[src/rtl/onfi_sdr_cycle_gen.sv]
// onfi_sdr_cycle_gen: host-side ONFI SDR bus cycle generator.
// Turns single byte operations (CMD/ADDR/WRITE/READ/WAIT_RB) into timed
// CE/CLE/ALE/WE/RE/IO pin waveforms and watches R/B# with a timeout.
// Ports:
//   clk, rst_n                       clock, async active-low reset
//   op_valid/op_ready/op_type/op_data/op_last   operation handshake
//   wp_n_in                          write-protect request (to WP_x_n)
//   rd_valid/rd_data                 captured read byte (one-cycle pulse)
//   err                              one-cycle pulse: R/B timeout / illegal op
//   CE_x_n/CLE_x/ALE_x/WE_x_n/RE_x_n/WP_x_n   NAND control pins
//   R_B_x_n                          ready/busy from device (async)
//   io_o/io_oe/io_i                  IO[7:0] drive value, enable, sample
`timescale 1ns/1ps
module onfi_sdr_cycle_gen #(
   parameter int unsigned T_SETUP    = 2,
   parameter int unsigned T_WP       = 3,
   parameter int unsigned T_WH       = 2,
   parameter int unsigned T_RP       = 3,
   parameter int unsigned T_REH      = 2,
   parameter int unsigned T_WB       = 5,
   parameter int unsigned RB_TIMEOUT = 1000
) (
   input  logic       clk,
   input  logic       rst_n,
   input  logic       op_valid,
   output logic       op_ready,
   input  logic [2:0] op_type,
   input  logic [7:0] op_data,
   input  logic       op_last,
   input  logic       wp_n_in,
   output logic       rd_valid,
   output logic [7:0] rd_data,
   output logic       err,
   output logic       CE_x_n,
   output logic       CLE_x,
   output logic       ALE_x,
   output logic       WE_x_n,
   output logic       RE_x_n,
   output logic       WP_x_n,
   input  logic       R_B_x_n,
   output logic [7:0] io_o,
   output logic       io_oe,
   input  logic [7:0] io_i
);

   localparam int unsigned TW = (RB_TIMEOUT < 2) ? 1 : $clog2(RB_TIMEOUT + 1);

   // Counter load values: a state lasting N cycles loads N-1 and exits at 0.
   localparam logic [7:0] LD_SETUP = 8'(T_SETUP - 1);
   localparam logic [7:0] LD_WP    = 8'(T_WP - 1);
   localparam logic [7:0] LD_WH    = 8'(T_WH - 1);
   localparam logic [7:0] LD_RP    = 8'(T_RP - 1);
   localparam logic [7:0] LD_REH   = 8'(T_REH - 1);
   localparam logic [7:0] LD_WB    = 8'(T_WB - 1);
   localparam logic [TW-1:0] TO_LAST = TW'(RB_TIMEOUT - 1);

   localparam logic [2:0] OP_CMD   = 3'd0;
   localparam logic [2:0] OP_ADDR  = 3'd1;
   localparam logic [2:0] OP_WRITE = 3'd2;
   localparam logic [2:0] OP_READ  = 3'd3;
   localparam logic [2:0] OP_WAIT  = 3'd4;

   localparam logic [2:0] S_IDLE    = 3'd0;
   localparam logic [2:0] S_SETUP   = 3'd1;
   localparam logic [2:0] S_STB_LO  = 3'd2;
   localparam logic [2:0] S_STB_HI  = 3'd3;
   localparam logic [2:0] S_WB_WAIT = 3'd4;
   localparam logic [2:0] S_RB_WAIT = 3'd5;

   logic [2:0]    state, state_nxt;
   logic [7:0]    cnt, cnt_nxt;
   logic [TW-1:0] tcnt, tcnt_nxt;
   logic          rd_op, rd_op_nxt;
   logic          last_op, last_nxt;
   logic          ce_nxt, cle_nxt, ale_nxt, we_nxt, re_nxt;
   logic [7:0]    io_o_nxt, rd_data_nxt;
   logic          io_oe_nxt, rd_valid_nxt, err_nxt;
   logic          rb_s1, rb_s2;

   // R/B# is asynchronous to clk: two-flop synchronizer.
   always_ff @(posedge clk or negedge rst_n) begin
      if (!rst_n) begin
         rb_s1 <= 1'b0;
         rb_s2 <= 1'b0;
      end else begin
         rb_s1 <= R_B_x_n;
         rb_s2 <= rb_s1;
      end
   end

   // Write protect follows its request with one cycle of latency.
   always_ff @(posedge clk or negedge rst_n) begin
      if (!rst_n) WP_x_n <= 1'b0;
      else        WP_x_n <= wp_n_in;
   end

   // State register plus registered pin/status outputs.
   always_ff @(posedge clk or negedge rst_n) begin
      if (!rst_n) begin
         state    <= S_IDLE;
         cnt      <= 8'd0;
         tcnt     <= '0;
         rd_op    <= 1'b0;
         last_op  <= 1'b0;
         op_ready <= 1'b1;
         CE_x_n   <= 1'b1;
         CLE_x    <= 1'b0;
         ALE_x    <= 1'b0;
         WE_x_n   <= 1'b1;
         RE_x_n   <= 1'b1;
         io_o     <= 8'd0;
         io_oe    <= 1'b0;
         rd_valid <= 1'b0;
         rd_data  <= 8'd0;
         err      <= 1'b0;
      end else begin
         state    <= state_nxt;
         cnt      <= cnt_nxt;
         tcnt     <= tcnt_nxt;
         rd_op    <= rd_op_nxt;
         last_op  <= last_nxt;
         op_ready <= (state_nxt == S_IDLE);
         CE_x_n   <= ce_nxt;
         CLE_x    <= cle_nxt;
         ALE_x    <= ale_nxt;
         WE_x_n   <= we_nxt;
         RE_x_n   <= re_nxt;
         io_o     <= io_o_nxt;
         io_oe    <= io_oe_nxt;
         rd_valid <= rd_valid_nxt;
         rd_data  <= rd_data_nxt;
         err      <= err_nxt;
      end
   end

   // Next-state and next-output logic.
   always_comb begin
      state_nxt    = state;
      cnt_nxt      = cnt;
      tcnt_nxt     = tcnt;
      rd_op_nxt    = rd_op;
      last_nxt     = last_op;
      ce_nxt       = CE_x_n;
      cle_nxt      = CLE_x;
      ale_nxt      = ALE_x;
      we_nxt       = 1'b1;
      re_nxt       = 1'b1;
      io_o_nxt     = io_o;
      io_oe_nxt    = io_oe;
      rd_valid_nxt = 1'b0;
      rd_data_nxt  = rd_data;
      err_nxt      = 1'b0;

      case (state)
         S_IDLE: begin
            if (op_valid) begin
               last_nxt  = op_last;
               rd_op_nxt = (op_type == OP_READ);
               case (op_type)
                  OP_CMD, OP_ADDR, OP_WRITE: begin
                     ce_nxt    = 1'b0;
                     cle_nxt   = (op_type == OP_CMD);
                     ale_nxt   = (op_type == OP_ADDR);
                     io_o_nxt  = op_data;
                     io_oe_nxt = 1'b1;
                     state_nxt = S_SETUP;
                     cnt_nxt   = LD_SETUP;
                  end
                  OP_READ: begin
                     ce_nxt    = 1'b0;
                     io_oe_nxt = 1'b0;
                     state_nxt = S_SETUP;
                     cnt_nxt   = LD_SETUP;
                  end
                  OP_WAIT: begin
                     state_nxt = S_WB_WAIT;
                     cnt_nxt   = LD_WB;
                  end
                  default: begin
                     // Illegal op: one busy cycle with err, pins untouched.
                     err_nxt   = 1'b1;
                     last_nxt  = 1'b0;
                     state_nxt = S_STB_HI;
                     cnt_nxt   = 8'd0;
                  end
               endcase
            end
         end
         S_SETUP: begin
            if (cnt == 8'd0) begin
               state_nxt = S_STB_LO;
               cnt_nxt   = rd_op ? LD_RP : LD_WP;
               re_nxt    = !rd_op;
               we_nxt    = rd_op;
            end else begin
               cnt_nxt = cnt - 8'd1;
            end
         end
         S_STB_LO: begin
            if (cnt == 8'd0) begin
               state_nxt = S_STB_HI;
               cnt_nxt   = rd_op ? LD_REH : LD_WH;
               if (rd_op) begin
                  rd_valid_nxt = 1'b1;
                  rd_data_nxt  = io_i;
               end
            end else begin
               cnt_nxt = cnt - 8'd1;
               re_nxt  = !rd_op;
               we_nxt  = rd_op;
            end
         end
         S_STB_HI: begin
            if (cnt == 8'd0) begin
               state_nxt = S_IDLE;
               cle_nxt   = 1'b0;
               ale_nxt   = 1'b0;
               io_o_nxt  = 8'd0;
               io_oe_nxt = 1'b0;
               if (last_op) ce_nxt = 1'b1;
            end else begin
               cnt_nxt = cnt - 8'd1;
            end
         end
         S_WB_WAIT: begin
            if (cnt == 8'd0) begin
               state_nxt = S_RB_WAIT;
               tcnt_nxt  = '0;
            end else begin
               cnt_nxt = cnt - 8'd1;
            end
         end
         S_RB_WAIT: begin
            if (rb_s2) begin
               state_nxt = S_IDLE;
               if (last_op) ce_nxt = 1'b1;
            end else if (tcnt == TO_LAST) begin
               err_nxt   = 1'b1;
               state_nxt = S_IDLE;
               if (last_op) ce_nxt = 1'b1;
            end else begin
               tcnt_nxt = tcnt + TW'(1);
            end
         end
         default: state_nxt = S_IDLE;
      endcase
   end

endmodule
[config.mk]
export PLATFORM = sky130hd
export DESIGN_NAME = onfi_sdr_cycle_gen
export DESIGN_NICKNAME = d
export VERILOG_FILES = /design/src/rtl/onfi_sdr_cycle_gen.sv
export SDC_FILE = /design/constraint.sdc
export NUM_CORES = 1
export LEC_CHECK = 0
export CAP_MARGIN = 30
export CORE_MARGIN = 4
export CORE_UTILIZATION = 51
export DETAILED_ROUTE_END_ITERATION = 16
export PLACE_DENSITY = 0.84
export SYNTH_ARGS = -nofsm -noshare
export SYNTH_HDL_FRONTEND = slang
export SYNTH_SLANG_ARGS = --single-unit
[constraint.sdc]
create_clock -name clk -period 2.7 [get_ports clk]
set_input_delay 0.27 -clock clk [delete_from_list [all_inputs] [get_ports clk]]
set_output_delay 0.27 -clock clk [all_outputs]
set_load 0.03 [all_outputs]
; ---- After elaboration in Yosys (flattened, before gate mapping)
; Index checks and enable logic that the tools add are counted.
[totals]
output_inout_bits = 26
mem_bits_ro = 0
regBits = 51
latchBits = 0
elab_cells = 116
ramBits = 0
inputBits = 25
memories = 0
[classes]
div_mod_pow = 0
n_reduce_logical = 20
n_addsub = 2
n_mux = 55
shift = 0
multipliers = 0
order_cmp = 0
n_eq_ne = 20
bitwise = 0
[op_table]
columns = operator, count
row1 = 8-bit two-way mux, 7
row2 = 8-bit one-hot mux with 4 select lines, 1
row3 = 10-bit two-way mux, 3
row4 = 1-bit two-way mux, 24
row5 = 3-bit two-way mux, 7
row6 = 10-bit one-hot mux with 2 select lines, 1
row7 = 3-bit one-hot mux with 6 select lines, 1
row8 = 8-bit one-hot mux with 2 select lines, 1
row9 = "2-bit inequality test, second input constant", 7
row10 = 1-bit one-hot mux with 2 select lines, 7
row11 = "3-bit by 2-bit equality test with 1-bit output, second input constant", 4
row12 = 3-bit one-hot mux with 2 select lines, 2
row13 = 4-bit AND reduction, 3
row14 = "10-bit by 1-bit adder with 10-bit output, second input constant", 1
row15 = "10-bit equality test, second input constant", 1
row16 = "3-bit equality test, second input constant", 3
row17 = 3-bit logical NOT, 3
row18 = 8-bit logical NOT, 1
row19 = "8-bit by 1-bit subtractor with 8-bit output, second input constant", 1
row20 = "3-bit by 1-bit equality test with 1-bit output, second input constant", 2
row21 = 3-bit AND reduction, 2
row22 = 5-bit AND reduction, 1
row23 = 5-bit OR reduction, 1
row24 = 2-bit nonzero test, 2
row25 = 11 further kinds, 11

; ---- Longest topological paths before layout
; Gate-level depths: netlist of the first run.
[depth]
ltp_word = 6
mapped_depth = 7
depth_no_buf = 6

; ---- Worst setup path after synthesis of the first run
; No wires, ideal clock.
[synth_path]
path_type = reg2reg
start = reg cnt[0]
end = reg cnt[6]
setup_slack_ps = 656
arrival_ps = 1966
period_less_slack_ps = 2044
t_required_ps = 2622
stages_incl_launch_ff = 7
setup_ps = 78
path_buffers = 0
cell_sequence = dfrtp_1 > inv_1 > ha_1 > nand2b_4 > or4_2 > or4_1 > a21oi_1
[synth_via]
elab_chain_len = 3
elab_cells_between_ends = 8
classes_between = 1 x add/sub / 1 x eq/ne / 4 x mux / 2 x reduce/logical
[synth_rtl]
columns = element, line_no
row1 = "start, declared", 71  ; logic [7:0] cnt, cnt_nxt;
row2 = "start signal, assigned", 118  ; cnt <= cnt_nxt;
row3 = 8-bit by 1-bit subtractor with 8-bit output or 8-bit logical NOT (tied branches), -
row4 = "8-bit two-way mux, or another cell as far along", "214, 226"
row5 = 8-bit one-hot mux with 4 select lines or 3-bit AND reduction (tied branches), -
; Parallel ways exist; a longest one is shown, timed or not. The select of a mux whose other input is x is not followed.
; A chain may end at the register's enable or synchronous reset.

; ---- Worst setup path after layout of the first run
[layout_path]
start = reg state[1]
end = reg cnt[4]
[layout_via]
elab_chain_len = 4
elab_cells_between_ends = 11
classes_between = 6 x eq/ne / 1 x mux / 4 x reduce/logical
[layout_rtl]
columns = element, line_no
row1 = "start, declared", 70  ; logic [2:0] state, state_nxt;
row2 = "start signal, assigned", 117  ; state <= state_nxt;
row3 = 3-bit equality test or 3-bit by 2-bit equality test with 1-bit output (tied branches), 154  ; case (state)
row4 = 2-bit OR reduction (no line), -
row5 = 2-bit inequality test (no line) or 4-bit nonzero test (tied branches), -
row6 = 3-bit AND reduction (no line), -
; Parallel ways exist; a longest one is shown, timed or not.

==> results_dict.tcl, run 1 <==
set metrics [dict create \
    synth_edf_count 0 \
    multiInputGateArea_um2 1206 \
    routabilityCongestion 0.8981 \
    wl_per_cell_um 15.99 \
    core_um2 4817 \
    htreeDepth 2 \
    yosys_warnings 0 \
    max_stage_delay_ns 0.76 \
    synth.cell_area_um2 2596 \
    synth_seq_cells 51 \
    area_delta_synth_final_pct 27.33 \
    cts_tree "done" \
    p_leak_nw 1.352 \
    grt_pass1_wl_mm 10.03 \
    drv_slew 0 \
    viasPerCell 5.789 \
    post-cts-setup-buffers 0 \
    syn_nets 278 \
    cts_buffer_depth 2 \
    tightest_slew_ns 1.036 \
    die_y_um 79.35 \
    fmax_mhz 431.9 \
    clkTransAtPathRegs_ns 0.09 \
    synthTopCellsByArea "dfrtp_1 (45%), o21ai_0 (4.4%), mux2_2 (4.3%), dfstp_2 (4.0%), nand4_1 (2.4%)" \
    die_w_um 79.35 \
    seq_area_um2 1281 \
    boundaryPins 51 \
    cp-start-kind "flip-flop" \
    grt.total_usage_pct 20.42 \
    reg2reg_slack_ns 0.38 \
    overflow 0 \
    clock_latency_ns 0.31 \
    cts_hold_buf 1 \
    grt_pass1_vias 2112 \
    cts_root_buf "clkbuf_8" \
    yosys.area.top_type "dfrtp_1" \
    drt_iter0_drc 180 \
    drive_gt1_share_pct 15.64 \
    cp-endpoint "cnt[4]" \
    crit_start "state[1]" \
    drc 0 \
    path_class "reg2reg" \
    ys_seq_area_share_pct 49.35 \
    async_reset_ff_share_pct 100.0 \
    drv_cap 0 \
    synthFlopType "dfrtp_1" \
    setup_viol 0 \
    final_util_pct 68.62 \
    powerDensity_nw_per_um2 1015 \
    status "finished clean" \
    rr_startpoint "state[1]" \
    hold_viol 0 \
    n_antenna_cell 0 \
    port-buffer-count 50 \
    ctsResizeCount 0 \
    avgSynthCellArea_um2 10.38 \
    vias 2165 \
    firstDrtPassIters 4 \
    rsz0062_at_grt "no" \
    path_cells "o21ai_0 > o21ai_0 > or4b_2 > a21oi_1" \
    fill_cells 384 \
    numCtsBuffers 5 \
    initial_core_util_pct 53.90 \
    crit_top_cell "o21ai_0" \
    worstPathMaxFanout 18 \
    ant_nets 0 \
    grt_max_degree 25 \
    worstRegToRegCells 4 \
    wl_mm 5.981 \
    endpoint_kind "flip-flop" \
    cp.depth 4 \
    cpLargestDelayFamily "compound AO/OA/AOI/OAI gates" \
    synth.top_cell.area_share_pct 45.30 \
    critical_path_arrival_ns 2.55 \
    nets 334 \
    clock_skew_ns 0.006698 \
    rr_endpoint "cnt[4]" \
    dp_hpwl_mm 4.390 \
    critPathBufInv 0 \
    netlist_instances 250 \
    grt_antenna_before_repair 0 \
    die-area_um2 6296 \
    setup_tns_ns 0 \
    yosysUniqueCellTypes 60 \
    maxSlewHeadroom_pct 30.22 \
    layout_min_cycle_time_ns 2.315 \
    holdCritPathClass "reg2reg" \
    cp_slowest_cell "or4b_2" \
    cp.required_ns 2.94 \
    placementRows 25 \
    cts.sinks 51 \
    min_period_over_period_pct 85.75 \
    peakVddDrop_v 0.0005703 \
]
worst min-delay path by stage:
stage                from  endpoint  slack, ns  cells after the start
floorplan           rst_n     ALE_x      -0.03                      0
CTS                 rb_s1     rb_s2       0.36                      0
detailed placement  rst_n   io_o[1]       0.30                      1
global route        rb_s1     rb_s2       0.36                      0
global placement    rst_n   io_o[1]       0.29                      1
finish              rb_s1     rb_s2       0.35                      0
final cells by class:
class	count	share of cell area, %
clock inverter	3	1.325
inverter	15	1.703
timing repair buffer	59	17.11
tap	67	2.536
multi-input combinational	174	36.49
clock buffer	5	2.082
sequential	51	38.76
flip-flops by register name, indices dropped and copies added, names as in the netlist, 3 cells and up:
name	count
cnt	8
io_o	8
rd_data	8
state	3
tcnt	10
cells by family after synthesis:
group / share of synthesized area (%)
and+or+nand+nor: 22.65
AOI/OAI and AO/OA: 15.57
DFF: 49.35
buffers and inverters: 4.193
muxes: 5.109
xor gates and xnor gates: 1.687
adders and majority gates: 1.446
worst register-to-register path, stage by stage (launching register included):
cell and delay (ns):
dfrtp_1 0.56, o21ai_0 0.33, o21ai_0 0.43, or4b_2 0.76, a21oi_1 0.16
cells in the final DEF (no fill, tap or decap), types with 3 or more instances in the layout:
| master | netlist | final |
|---|---|---|
| a21oi_1 | 10 | 10 |
| buf_4 | 0 | 8 |
| clkbuf_8 | 0 | 5 |
| clkdlybuf4s50_1 | 0 | 49 |
| dfrtp_1 | 47 | 47 |
| dfstp_2 | 4 | 4 |
| ha_1 | 3 | 3 |
| inv_1 | 15 | 15 |
| mux2_2 | 10 | 10 |
| nand2_1 | 9 | 9 |
| nand2b_1 | 3 | 3 |
| nand3_1 | 8 | 8 |
| nand4_1 | 10 | 10 |
| nor2_1 | 12 | 12 |
| nor2b_1 | 4 | 4 |
| nor3_1 | 5 | 5 |
| nor4_1 | 5 | 5 |
| o211ai_1 | 5 | 5 |
| o21ai_0 | 23 | 23 |
| o31ai_1 | 5 | 5 |
| or3_1 | 4 | 4 |
| or4_1 | 6 | 6 |
| xnor2_1 | 3 | 3 |
power by group:
| part | internal, mW | switching, mW | total [mW] | leakage, nW |
|---|---|---|---|---|
| sequential | 1.02 | 0.219 | 1.23 | 0.641 |
| combinational | 0.689 | 0.905 | 1.59 | 0.654 |
| clock | 0.276 | 0.253 | 0.529 | 0.0581 |
synthesized netlist by cell type, drive strengths merged (6+ instances only):
cell type	instances
dfrtp	47
o21ai	23
inv	15
nor2	13
a21oi	10
mux2	10
nand2	10
nand4	10
nand3	9
buf	7
or4	7
o211ai	6
o31ai	6
metrics by stage:
stage               hold slack, ns  area, µm²  worst slack (ns)  power (mW)  cells
floorplan                 -0.02559       2596            0.6560       2.263    250
global placement            0.2919       3183            0.4479       2.777    365
detailed placement          0.2964       3183            0.4079       2.828    365
CTS                         0.3556       3306            0.3962       3.371    374
global route                0.3612       3306            0.1824       3.578    374
finish                      0.3549       3306            0.3847       3.357    374
per-layer routing:
| layer | global-route usage [%] | vias up | wire (µm) |
|---|---|---|---|
| met5 | 0 | - | 0 |
| met1 | 25.57 | 1045 | 2493 |
| met3 | 5.329 | 15 | 380 |
| met2 | 34.26 | 60 | 2995 |
| met4 | 6.873 | 0 | 111 |
| li1 | - | 1045 | - |
No activity file was read; power rests on OpenSTA's default activity.
==> run 2: changes to the inputs <==
--- a/config.mk
+++ b/config.mk
@@ -7,9 +7,10 @@
 export LEC_CHECK = 0
 export CAP_MARGIN = 30
 export CORE_MARGIN = 4
-export CORE_UTILIZATION = 51
+export CORE_UTILIZATION = 55
 export DETAILED_ROUTE_END_ITERATION = 16
-export PLACE_DENSITY = 0.84
+export GPL_TIMING_DRIVEN = 0
+export PLACE_DENSITY = 0.89
 export SYNTH_ARGS = -nofsm -noshare
 export SYNTH_HDL_FRONTEND = slang
 export SYNTH_SLANG_ARGS = --single-unit
==> constraint.sdc (replaced) <==
create_clock -name clk -period 2.85 [get_ports clk]
set_input_delay 0.285 -clock clk [delete_from_list [all_inputs] [get_ports clk]]
set_output_delay 0.285 -clock clk [all_outputs]
set_load 0.03 [all_outputs]
==> run 2 against run 1 <==
- worst setup slack gained 0.13 ns
- hold slack is essentially flat
- combinational power shrank 3%
- clock-buffer cell count grew 1
- routed wire length grew 5.5%
- global-route usage grew 1.4 points
- utilization grew 5.6 points
- sequential power shrank 6%
- flip-flop and latch count is the same
- sequential share of layout area shrank 0.16 points
- design area grew 0.42%
- highest routed layer unchanged
==> results_dict.tcl, run 2 (synthesized netlist as in run 1, its figures left out) <==
set metrics [dict create \
    ant_nets 0 \
    dp_slack_ns 0.3443 \
    drive_gt1_share_pct 15.16 \
    cts_buffer_depth 2 \
    grt_max_degree 35 \
    total_power_mw 3.295 \
    cts_tree "done" \
    peakVddDrop_v 0.0005487 \
    maxSlewHeadroom_pct 36.21 \
    fill_cells 315 \
    stdcell_count 362 \
    routabilityCongestion 0.8580 \
    clock_skew_ns 0.01160 \
    htreeDepth 2 \
    drc 0 \
    viasPerCell 6.155 \
    holdPathStages 0 \
    endpoint_kind "flip-flop" \
    drv_cap 0 \
    top_register "tcnt" \
    dp.cells 353 \
    rsz0062_at_grt "no" \
    cp-start-kind "flip-flop" \
    largest_register_ffs 10 \
    min_from "rb_s1" \
    port-buffer-count 50 \
    dp_hpwl_mm 4.461 \
    fmax_mhz 427.7 \
    rr_endpoint "CLE_x" \
    grt_antenna_before_repair 0 \
    die_y_um 76.71 \
    path_class "reg2reg" \
    firstDrtPassIters 5 \
    die_w_um 76.71 \
    core_um2 4474 \
    status "finished clean" \
    reg2reg_slack_ns 0.51 \
    tightest_slew_ns 0.9481 \
    boundaryPins 51 \
    hold_path_end "rb_s2" \
    die-area_um2 5884 \
    layout_min_cycle_time_ns 2.338 \
    worstRegToRegCells 7 \
    mostFrequentLayoutCell "clkdlybuf4s50_1" \
    cts.sinks 51 \
    p_leak_nw 1.367 \
    cts_root_buf "clkbuf_8" \
    clkTransAtPathRegs_ns 0.09 \
    n_antenna_cell 0 \
    clock_latency_ns 0.31 \
    setup_viol 0 \
    nets 337 \
    setup_ws_ns 0.5118 \
    layout_common_cells "clkdlybuf4s50_1 (49), dfrtp_1 (47), o21ai_0 (23)" \
    placementRows 24 \
    post-cts-setup-buffers 0 \
    vias 2228 \
    layout.cell_area.non_filler_um2 3319 \
    hold_viol 0 \
    overflow 0 \
    drt_iter0_drc 176 \
    area_delta_synth_final_pct 27.86 \
    place_area_um2 3177 \
    critical_path_arrival_ns 2.52 \
    wl_mm 6.308 \
    grt.total_usage_pct 21.85 \
    worstPathMaxFanout 10 \
    drv_slew 0 \
    initial_core_util_pct 58.03 \
    rr_startpoint "cnt[0]" \
    ctsResizeCount 0 \
    grt_pass1_vias 2204 \
    numCtsBuffers 5 \
    cp.required_ns 3.04 \
    min_period_over_period_pct 82.04 \
    holdCritPathClass "reg2reg" \
    wl_per_cell_um 17.43 \
    grt_pass1_wl_mm 10.41 \
    setup_tns_ns 0 \
    powerDensity_nw_per_um2 992.7 \
]
[run 2: cell count changes in the layout (fill, tap and decap cells not counted)]
cell and delta:
buf_12 +1, buf_2 +6, buf_4 -8, buf_6 +1, bufinv_16 +1, clkbuf_1 +4, clkinv_2 -1, clkinv_4 -1
[run 2: cell type report]
| class | count | area, µm² | share of cell area (%) |
|---|---|---|---|
| Inverter | 15 | 56.30 | 1.696 |
| Clock buffer | 6 | 72.57 | 2.186 |
| Tap cell | 52 | 65.06 | 1.960 |
| Timing Repair Buffer | 52 | 525.5 | 15.83 |
| Buffer | 10 | 52.55 | 1.583 |
| Clock inverter | 2 | 60.06 | 1.809 |
| Sequential cell | 51 | 1281 | 38.60 |
| Multi-Input combinational cell | 174 | 1206 | 36.34 |
[run 2: where the power goes]
group | leakage [nW] | internal, mW | switching, mW
clock | 0.0654 | 0.351 | 0.239
sequential | 0.641 | 0.963 | 0.200
combinational | 0.661 | 0.650 | 0.893
total | 1.37 | 1.96 | 1.33
[run 2: per-layer routing]
layer / share of wire [%] / track usage (%) / vias up
met3: 6.5 / 5.504 / 14
li1: - / - / 1056
met5: 0 / 0 / -
met4: 1.9 / 7.790 / 0
met2: 50 / 36.85 / 86
met1: 41 / 27.12 / 1072
[run 2: metrics by stage]
step           util (%)  hold WS, ns
2_1_floorplan         -     -0.01059
3_5_place_dp      71.00       0.2474
5_1_grt           74.19       0.3664
3_3_place_gp      70.67       0.3335
4_1_cts           74.19       0.3562
6_report          74.19       0.3552
[run 2: worst max-delay path by stage]
stage / startpoint / to / slack [ns] / cells past startpoint
2_1_floorplan: cnt[0] / cnt[6] / 0.81 / 6
3_3_place_gp: rst_n / rd_data[0] / 0.07 / 1
3_5_place_dp: op_valid / CLE_x / 0.34 / 7
4_1_cts: cnt[0] / CLE_x / 0.52 / 7
5_1_grt: cnt[0] / CLE_x / 0.41 / 7
6_report: cnt[0] / CLE_x / 0.51 / 7
[run 2: repair_timing]
item / in CTS / in global routing
endpoints found under the hold margin: 15 / 0
hold buffers: 1 / 0
endpoints found under the setup margin: 0 / 0
[run 2: worst max-delay path: stages (launching register included)]
cell and delay, ns:
dfrtp_1 0.47, inv_1 0.17, ha_1 0.18, or3b_1 0.50, nor2_4 0.19, a22o_1 0.15, buf_2 0.20, mux2_2 0.36
==> run 3: changes to the inputs <==
--- a/config.mk
+++ b/config.mk
@@ -7,10 +7,10 @@
 export LEC_CHECK = 0
 export CAP_MARGIN = 30
 export CORE_MARGIN = 4
-export CORE_UTILIZATION = 55
+export CORE_UTILIZATION = 51
 export DETAILED_ROUTE_END_ITERATION = 16
 export GPL_TIMING_DRIVEN = 0
-export PLACE_DENSITY = 0.89
+export PLACE_DENSITY = 0.84
 export SYNTH_ARGS = -nofsm -noshare
 export SYNTH_HDL_FRONTEND = slang
 export SYNTH_SLANG_ARGS = --single-unit
==> constraint.sdc (replaced) <==
create_clock -name clk -period 2.3 [get_ports clk]
set_input_delay 0.23 -clock clk [delete_from_list [all_inputs] [get_ports clk]]
set_output_delay 0.23 -clock clk [all_outputs]
set_load 0.03 [all_outputs]
==> run 3 against run 2 <==
- cell count rose by 4.1%
- largest power group unchanged
- sequential share of layout area fell by 0.22 points
- critical endpoint is now ALE_x
- clock skew fell by 0.0026 ns
- die area rose by 7.0%
- critical path type unchanged
- non-clock buffer count did not move
==> results_dict.tcl, run 3 (synthesized netlist as in run 1, its figures left out) <==
set metrics [dict create \
    status "finished clean" \
    ant_nets 0 \
    layout_min_cycle_time_ns 2.212 \
    internal_power_mw 2.345 \
    p_sw_mw 1.658 \
    placementRows 25 \
    numCtsBuffers 5 \
    max_stage_delay_ns 0.49 \
    top_register "tcnt" \
    clock_power_share_pct 16.1 \
    die_y_um 79.35 \
    overflow 0 \
    routabilityCongestion 0.8971 \
    cts_buffer_depth 2 \
    tightest_slew_ns 0.6925 \
    swShare_pct 41.43 \
    post-cts-setup-buffers 0 \
    holdCritPathClass "in2reg" \
    fmax_mhz 452.1 \
    peakVddDrop_v 0.0006741 \
    cp_slowest_cell "dfrtp_1" \
    setup_tns_ns 0 \
    largest_register_ffs 10 \
    min_period_over_period_pct 96.16 \
    p_leak_nw 1.356 \
    grt_pass1_vias 2134 \
    cpLargestDelayFamily "simple AND/OR/NAND/NOR gates" \
    drive_gt1_share_pct 17.42 \
    critical_path_arrival_ns 2.41 \
    htreeDepth 2 \
    worstPathMaxFanout 10 \
    core_um2 4817 \
    cts.sinks 51 \
    comb_power_share_pct 48.0 \
    initial_core_util_pct 53.90 \
    endpoint_kind "flip-flop" \
    path_cells "inv_2 > ha_1 > or3b_4 > nor2_4 > a22o_1 > buf_2 > mux2_2" \
    vias 2193 \
    grt_pass1_wl_mm 10.41 \
    clkTransAtPathRegs_ns 0.10 \
    wl_per_cell_um 16.37 \
    grt.total_usage_pct 21.11 \
    maxSlewHeadroom_pct 53.55 \
    cp-start-kind "flip-flop" \
    hold_viol 0 \
    powerDensity_nw_per_um2 1199 \
    firstDrtPassIters 4 \
    area_delta_synth_final_pct 28.58 \
    die-area_um2 6296 \
    boundaryPins 51 \
    drv_slew 0 \
    wl_mm 6.171 \
    die_w_um 79.35 \
    layout_common_cells "clkdlybuf4s50_1 (49), dfrtp_1 (47), o21ai_0 (23)" \
    hold_slack_ns 0.3530 \
    cts_tree "done" \
    drv_cap 0 \
    port-buffer-count 50 \
    nets 337 \
    clock_latency_ns 0.31 \
    clock_skew_ns 0.009000 \
    path_class "reg2reg" \
    drt_iter0_drc 204 \
    drc 0 \
    setup_viol 0 \
    viasPerCell 5.817 \
    cp.required_ns 2.50 \
    rsz0062_at_grt "no" \
    cts_root_buf "clkbuf_8" \
    p_seq_share_pct 36.0 \
    grt_max_degree 32 \
    n_antenna_cell 0 \
    mostFrequentLayoutCell "clkdlybuf4s50_1" \
    grt_antenna_before_repair 0 \
    dp_hpwl_mm 4.523 \
    total_power_mw 4.003 \
    critPathBufInv 2 \
]
-- run 3: cell type report --
cell class / instances / area, µm²
inverters: 15 / 56.30
multi-input cells: 174 / 1224
flip-flops and latches: 51 / 1281
fillers: 373 / 1479
well taps: 67 / 83.83
clock inverters: 3 / 46.29
clock buffers: 5 / 68.82
plain buffers: 10 / 52.55
repair buffers: 52 / 525.5
-- run 3: metal layers --
metal  GRT usage, %  share of wire (%)
met5              0                  0
met4          6.186                1.1
met3          4.308                5.0
met2          34.68                 49
met1          28.23                 45
-- run 3: power groups by stage --
stage                     registers, mW  logic, mW  clock network, mW
after floorplan                    1.71      0.950                  0
after global placement             1.42       1.83                  0
after detailed placement           1.44       1.88                  0
after CTS                          1.43       1.90              0.652
after global routing               1.48       2.09              0.693
final                              1.44       1.92              0.643
-- run 3: worst reg2reg max path, stage by stage, from the launching register on --
cell and delay [ns]:
dfrtp_1 0.49, inv_2 0.14, ha_1 0.19, or3b_4 0.45, nor2_4 0.16, a22o_1 0.15, buf_2 0.19, mux2_2 0.36
-- run 3: stage by stage --
stage	cells	cell area, µm²	util (%)	worst slack [ns]
after floorplan	250	2596	-	0.2560
after global placement	367	3181	66.03	-0.4339
after detailed placement	368	3196	66.34	-0.1345
after CTS	377	3323	68.99	0.01426
after global routing	377	3338	69.30	0.01386
final	377	3338	69.30	0.08834
-- run 3: timing repair --
item                                   4_1_cts  5_1_grt
pin swaps                                    0        0
setup endpoints to repair                    2        8
resized for setup                            1        5
endpoints found under the hold margin       18        0
hold buffers                                 1        0
-- run 3: final timing paths --
kind / start / to / slack [ns] / cells after the start
max in group asynchronous: rst_n / op_ready / 1.30 / 3
min in group asynchronous: rst_n / tcnt[9] / 0.40 / 2
hold / removal: wp_n_in / WP_x_n / 0.35 / 1
hold reg to reg: rb_s1 / rb_s2 / 0.38 / 0
setup / recovery: cnt[0] / ALE_x / 0.09 / 7
setup reg to reg: cnt[0] / ALE_x / 0.09 / 7
